`src/rtl/mips_bus_pkg.sv`:
```
// Shared types and lane constants for the MIPS memory-stage bus interface.
package mips_bus_pkg;

  typedef enum logic [1:0] {
    SZ_BYTE = 2'b00,
    SZ_HALF = 2'b01,
    SZ_WORD = 2'b10
  } size_t;

  typedef enum logic {
    IDLE = 1'b0,
    BUS  = 1'b1
  } state_t;

  localparam logic [3:0] BE_BYTE0   = 4'b0001;
  localparam logic [3:0] BE_HALF_LO = 4'b0011;
  localparam logic [3:0] BE_HALF_HI = 4'b1100;
  localparam logic [3:0] BE_WORD    = 4'b1111;

endpackage

```
`src/rtl/mips_bus_lane_align.sv`:
```
// Little-endian lane logic: byte enables, store replication and load extract/extend.
// Size code 2'b11 falls through to word behaviour; half accesses look only at addr_lo[1].
module mips_bus_lane_align
  import mips_bus_pkg::*;
(
  input  logic [1:0]  size,
  input  logic [1:0]  addr_lo,
  input  logic        sign_ext,
  input  logic [31:0] wdata,
  input  logic [31:0] rdata,
  output logic [3:0]  byteenable,
  output logic [31:0] wdata_rep,
  output logic [31:0] rdata_ext
);

  logic [7:0]  lane_b;
  logic [15:0] lane_h;

  always_comb begin
    case (addr_lo)
      2'd0:    lane_b = rdata[7:0];
      2'd1:    lane_b = rdata[15:8];
      2'd2:    lane_b = rdata[23:16];
      default: lane_b = rdata[31:24];
    endcase
    lane_h = addr_lo[1] ? rdata[31:16] : rdata[15:0];
  end

  always_comb begin
    byteenable = BE_WORD;
    wdata_rep  = wdata;
    rdata_ext  = rdata;
    if (size == SZ_BYTE) begin
      byteenable = BE_BYTE0 << addr_lo;
      wdata_rep  = {4{wdata[7:0]}};
      rdata_ext  = {{24{sign_ext & lane_b[7]}}, lane_b};
    end else if (size == SZ_HALF) begin
      byteenable = addr_lo[1] ? BE_HALF_HI : BE_HALF_LO;
      wdata_rep  = {2{wdata[15:0]}};
      rdata_ext  = {{16{sign_ext & lane_h[15]}}, lane_h};
    end
  end

endmodule

```
`src/rtl/mips_bus_mem_if.sv`:
```
// Memory-access stage: one load/store per request onto an Avalon-style bus, stalling the CPU meanwhile.
// Define MIPS_BUS_ALIGN_CHECK_EN to reject misaligned half/word accesses with rsp_err instead of issuing them.
module mips_bus_mem_if
  import mips_bus_pkg::*;
#(
  parameter int ADDR_W = 32
) (
  input  logic              clk,
  input  logic              reset,
  input  logic              req_valid,
  input  logic              req_write,
  input  logic [1:0]        req_size,
  input  logic              req_signed,
  input  logic [ADDR_W-1:0] req_addr,
  input  logic [31:0]       req_wdata,
  output logic              cpu_stall,
  output logic              rsp_valid,
  output logic [31:0]       rsp_rdata,
  output logic              rsp_err,
  output logic [31:0]       address,
  output logic              read,
  output logic              write,
  input  logic              waitrequest,
  output logic [31:0]       writedata,
  output logic [3:0]        byteenable,
  input  logic [31:0]       readdata
);

  state_t      state;
  logic [1:0]  size_q;
  logic [1:0]  addr_lo_q;
  logic        signed_q;
  logic        write_q;
  logic        accept;
  logic        misaligned;
  logic [3:0]  be_c;
  logic [31:0] wdata_c;
  logic [31:0] rdata_c;

  // rsp_valid blocks acceptance so a request still held during the response is not issued twice
  assign accept    = (state == IDLE) & req_valid & !rsp_valid;
  assign cpu_stall = (state == BUS) | accept;

`ifdef MIPS_BUS_ALIGN_CHECK_EN
  assign misaligned = ((req_size == SZ_HALF) & req_addr[0]) |
                      (req_size[1] & (req_addr[1:0] != 2'b00));
`else
  assign misaligned = 1'b0;
  assign rsp_err    = 1'b0;
`endif

  // One lane aligner serves both directions: request fields in IDLE, latched fields during BUS
  mips_bus_lane_align u_align (
    .size       ((state == BUS) ? size_q    : req_size),
    .addr_lo    ((state == BUS) ? addr_lo_q : req_addr[1:0]),
    .sign_ext   ((state == BUS) ? signed_q  : req_signed),
    .wdata      (req_wdata),
    .rdata      (readdata),
    .byteenable (be_c),
    .wdata_rep  (wdata_c),
    .rdata_ext  (rdata_c)
  );

  always_ff @(posedge clk or posedge reset) begin
    if (reset) begin
      state      <= IDLE;
      read       <= 1'b0;
      write      <= 1'b0;
      rsp_valid  <= 1'b0;
      rsp_rdata  <= '0;
      address    <= '0;
      writedata  <= '0;
      byteenable <= '0;
      size_q     <= SZ_BYTE;
      addr_lo_q  <= 2'b00;
      signed_q   <= 1'b0;
      write_q    <= 1'b0;
`ifdef MIPS_BUS_ALIGN_CHECK_EN
      rsp_err    <= 1'b0;
`endif
    end else begin
      rsp_valid <= 1'b0;
`ifdef MIPS_BUS_ALIGN_CHECK_EN
      rsp_err   <= 1'b0;
`endif
      case (state)
        IDLE: begin
          if (accept && misaligned) begin
            rsp_valid <= 1'b1;
            rsp_rdata <= '0;
`ifdef MIPS_BUS_ALIGN_CHECK_EN
            rsp_err   <= 1'b1;
`endif
          end else if (accept) begin
            state      <= BUS;
            read       <= !req_write;
            write      <= req_write;
            address    <= 32'({req_addr[ADDR_W-1:2], 2'b00});
            byteenable <= be_c;
            writedata  <= wdata_c;
            size_q     <= req_size;
            addr_lo_q  <= req_addr[1:0];
            signed_q   <= req_signed;
            write_q    <= req_write;
          end
        end
        BUS: begin
          if (!waitrequest) begin
            state     <= IDLE;
            read      <= 1'b0;
            write     <= 1'b0;
            rsp_valid <= 1'b1;
            rsp_rdata <= write_q ? 32'd0 : rdata_c;
          end
        end
        default: state <= IDLE;
      endcase
    end
  end

endmodule

```
`config.mk`:
```
export PLATFORM = sky130hd
export DESIGN_NAME = mips_bus_mem_if
export DESIGN_NICKNAME = d
export VERILOG_FILES = /design/src/rtl/mips_bus_pkg.sv /design/src/rtl/mips_bus_lane_align.sv /design/src/rtl/mips_bus_mem_if.sv
export SDC_FILE = /design/constraint.sdc
export NUM_CORES = 1
export LEC_CHECK = 0
export ABC_AREA = 0
export CORE_ASPECT_RATIO = 1.2
export CORE_MARGIN = 3
export CORE_UTILIZATION = 47
export DETAILED_ROUTE_END_ITERATION = 6
export PLACE_DENSITY = 0.86
export SLEW_MARGIN = 40
export SYNTH_ARGS = -nofsm -noshare
export SYNTH_HDL_FRONTEND = slang
export SYNTH_SLANG_ARGS = --single-unit
```
`constraint.sdc`:
```
create_clock -name clk -period 11.5 [get_ports clk]
set_input_delay 3.45 -clock clk [delete_from_list [all_inputs] [get_ports clk]]
set_output_delay 3.45 -clock clk [all_outputs]
set_load 0.02 [all_outputs]
```
======== After elaboration in Yosys (flattened, before gate mapping) ========
Index checks and enable logic that the tools add are counted.
cells by class
  magnitude comparators ................... 0
  shift operators ......................... 1
  mux-type cells .......................... 25
  multiply operators ...................... 0
  divide/modulo/power cells ............... 0
  bitwise gates (word level) .............. 6
  $add $sub $neg .......................... 0
  equal/unequal tests ..................... 5
  reduce and logical (&&, ||, !) cells .... 7
operator list
  kind                                                  number
  2-to-1 mux 32 bit                                     7
  one-hot mux 8 bit (3 select lines)                    1
  2-to-1 mux 16 bit                                     1
  2-to-1 mux 4 bit                                      3
  one-hot mux 1 bit (2 select lines)                    4
  2-to-1 mux 1 bit                                      7
  AND reduction 2 bit                                   3
  bitwise AND 1 bit                                     4
  equality test 2 x 1 -> 1 bit (second input constant)  2
  logical NOT 2 bit                                     2
  2-to-1 mux 2 bit                                      2
  inequality test 2 bit (second input constant)         2
  left shift 1 x 2 -> 4 bit (first input constant)      1
  equality test 2 bit (second input constant)           1
  logical NOT 1 bit                                     2
  inverter 1 bit                                        1
  bitwise OR 1 bit                                      1
word-level totals
  bits in read-only memories .............. 0
  input bits .............................. 104
  RAM bits ................................ 0
  register bits ........................... 108
  latch bits .............................. 0
  memories ................................ 0
  logic and storage cells ................. 56
  output and inout port bits .............. 105

======== Longest topological paths before layout ========
  depth after elaboration ................. 8
  mapped depth ............................ 8
  depth with buffers taken out ............ 5

======== By module ========
From an unflattened synthesis, not the netlist that was laid out.
unflattened totals
  cells, all modules ...................... 480
  area, all modules ....................... 5824.3 µm²
modules (own cells, without submodules)
  module               times used  cells each  seq. area each (µm²)  area an instance (µm²)
  mips_bus_mem_if      1           284         2702.6                4415.5
  mips_bus_lane_align  1           196         0.0                   1408.9

======== Least setup slack after synthesis ========
Ideal clock, no wire load.
  path type ............................... input -> output
  from .................................... input req_valid
  to ...................................... output cpu_stall
  setup slack ............................. 4.355 ns
  stages .................................. 2
  arrival time ............................ 3.695 ns
  data required time ...................... 8.050 ns
  path through ............................ nand2b_1 -> nand2_1
on the way
  word-level cells in the longest chain between the ends .. 3
ends and longest elaborated chain
  what                            RTL line               RTL
  start, declared                 mips_bus_mem_if.sv:10  input logic req_valid,
  bitwise AND 1 bit (2 in a row)  mips_bus_mem_if.sv:41  assign accept = (state == IDLE) & req_valid & !rsp_valid;
  bitwise OR 1 bit                mips_bus_mem_if.sv:42  assign cpu_stall = (state == BUS) | accept;
  end, declared                   mips_bus_mem_if.sv:16  output logic cpu_stall,
No other way between the ends.

======== Worst setup path in the final report ========
Ends and elaborated chain as after synthesis.

==> flow_summary.yaml <==
worst_setup_path:
  cp.arrival_ns: 4.74
  crit_buf_inv: 2
  critPathKind: "in -> out"
  required_ns: 8.05
  reg2regPathDepth: 5
  cp-start-kind: "input port"
  cp_common_cell: "clkdlybuf4s50_1"
  reg2reg_to: "rsp_rdata[25]"
  cp_max_fo: 4
  cp-end-kind: "output pin"
  crit_path_top_delay_cell: "clkdlybuf4s50_1"
  rr_startpoint: "state"
  path_cells: "clkdlybuf4s50_1, nand2b_1, nand2_1, clkdlybuf4s50_1"
  crit_path_max_incr_delay_ns: 0.60
  critical-path-top-delay-family: "buffers and inverters"
  reg2reg_slack_ns: 8.90
synthesis:
  synth_common_cells: "nand2_1, dfrtp_1, nor2_1"
  synth_edf_count: 0
  synth_flop_cell: "dfrtp_1"
  synth.avg_cell_area_um2: 8.75
  yosysWarnings: 0
  ys_seq_elements: 108
  syn_inst: 587
  yosysMostFrequentCell: "nand2_1"
  async_reset_ff_share_pct: 100
  yosysTopAreaCellShare_pct: 52.6
  synth_cell_type_count: 42
  synthTopCellsByArea: "dfrtp_1, nand2_1, nor2_1"
  synth_area_um2: 5140
  yosys.area.top_type: "dfrtp_1"
  seq_area_frac_synth_pct: 52.6
die:
  dieHeight_um: 121
  core_area_um2: 10600
  fp-row-count: 41
  start_util_pct: 48.4
  die_w_um: 101
  io_pins: 209
  dieArea_um2: 12200
timing:
  slew_viol_final: 0
  max_freq_mhz: 122
  timing.final.crit_share_pct: 71.2
  rsz0062_at_grt: "no"
  layout_setup_ws_ns: 3.31
  relSlewSlack_pct: 43.8
  setup_viol: 0
  fin_crit_ns: 8.19
  skew_ns: 0.00940
  worstMarginPinSlew_ns: 0.839
  final_hold_viol_count: 0
  setup-tns-final_ns: 0
clock_tree:
  tritoncts: "yes"
  htreeDepth: 3
  post_cts_buffers: 0
  cts.sinks: 108
  cts_buffer_depth: 2
  hold_buffers: 0
  tritoncts.num_buffers: 9
  cts.repair.resized: 0
  clockRootBuffer: "clkbuf_16"
  clock_latency_ns: 0.34
  path_clk_slew_ns: 0.07
global_route:
  track_usage_pct: 25.6
  grt_max_degree: 85
  grt_overflow_total: 0
  grt_pass1_wl_um: 24900
  grt_pass1_vias: 5141
  antenna_found_initial: 1
power_and_ir_drop:
  power_mw: 2.12
  p_leak_nw: 3.38
  powerDensity_nw_per_um2: 281
  peakVddDrop_uv: 147
placement:
  gp_congestion: 0.870
  io_buffers: 205
  place_ws_ns: 3.30
  dp_hpwl_um: 11400
  dpl_cell_area_um2: 7220
route:
  viasPerCell: 5.54
  wl_per_cell_um: 17.5
  wirelength_um: 15900
  drtAntennaViolNets: 0
  firstDrtPassIters: 7
  drc_errors: 0
  via_count: 5029
  drt_iter0_markers: 260
status:
  status: "complete, no violations"
layout:
  design_area_um2: 7550
  drive_gt1_share_pct: 7.72
  area_growth_pct: 47.0
  nNetsFinal: 876
worst_hold_path:
  holdCritStartpoint: "writedata[0]"
  hold_depth: 2
  min_path_type: "reg -> reg"
  holdPathEnd: "writedata[0]"
job:
  max_cap_viol_count: 0
-- stage by stage --
| step | hold WS [ns] | instances | util (%) |
|---|---|---|---|
| finish | 0.475 | 907 | 71.1 |
| global route | 0.498 | 907 | 71.1 |
| CTS | 0.479 | 904 | 70.9 |
| detailed placement | 0.461 | 888 | 68.0 |
| global placement | 0.457 | 888 | 67.8 |
| floorplan | 0.461 | 589 | - |
-- area by class of cell --
| class | instances | area (µm²) |
|---|---|---|
| Tap cell | 129 | 161 |
| Antenna cell | 1 | 2.50 |
| Clock inverter | 5 | 61.3 |
| Fill cell | 778 | 3070 |
| Clock buffer | 11 | 243 |
| Inverter | 4 | 17.5 |
| Sequential cell | 108 | 2700 |
| Timing Repair Buffer | 212 | 2120 |
| Multi-Input combinational cell | 437 | 2250 |
-- cell usage in the layout (no fill, tap or decap), types with 3 or more instances in the layout --
cell	instances
o221ai_1	7
dfrtp_1	107
a31oi_1	16
nor2_1	43
a21oi_1	14
mux2i_1	3
inv_1	3
mux2_2	8
a222oi_1	8
clkdlybuf4s50_1	205
nand2_1	239
buf_4	5
nand3_1	16
clkinvlp_4	3
conb_1	3
o31ai_1	4
o21ai_0	21
o31ai_2	13
clkbuf_16	9
o21a_1	3
o21ai_1	11
-- sequential cells by signal (all words and copies together), names as in the netlist --
| signal | count |
|---|---|
| rsp_rdata | 32 |
| size_q | 2 |
| state | 1 |
| write_q | 1 |
| write | 1 |
| addr_lo_q | 2 |
| signed_q | 1 |
| writedata | 32 |
| rsp_valid | 1 |
| read | 1 |
| byteenable | 4 |
| address | 30 |
-- worst reg2reg max path, stage by stage (launching register included) --
cell and delay (ns):
dfrtp_2 0.69, inv_1 0.27, a21oi_2 0.60, mux2i_1 0.26
o21a_2 0.47, o31ai_1 0.17
-- worst max-delay path by stage --
stage | startpoint | to | slack (ns) | cells past startpoint
after CTS | req_valid | cpu_stall | 3.30 | 4
final | req_valid | cpu_stall | 3.31 | 4
after detailed placement | req_valid | cpu_stall | 3.30 | 4
after global placement | req_valid | cpu_stall | 3.32 | 4
after floorplan | req_valid | cpu_stall | 4.36 | 2
after global routing | req_valid | cpu_stall | 3.26 | 4
-- metal layers --
layer	share of wire (%)	up-vias	track usage, %	wire length [µm]
met5	0	-	0.905	0
met4	4.3	0	13.5	675
met3	8.4	70	5.89	1340
met2	50	290	42.3	7910
met1	37	2340	30.6	5940
li1	-	2329	-	-
-- cell families (layout without fill, tap and decap cells) --
logic type | after synthesis | in the layout | share of synthesized area [%]
flops | 108 | 108 | 52.6
compound gates | 107 | 107 | 15.7
other cells | 1 | 4 | 0.0730
simple gates | 312 | 312 | 23.9
buf+inv | 44 | 232 | 4.36
mux | 15 | 15 | 3.38
-- power by group --
group | switching [mW] | total, mW | internal, mW | leakage, nW
sequential | 0.121 | 0.682 | 0.561 | 1.34
clock | 0.139 | 0.314 | 0.175 | 0.138
combinational | 0.635 | 1.13 | 0.493 | 1.90
Power figures use the tool's default switching activity.
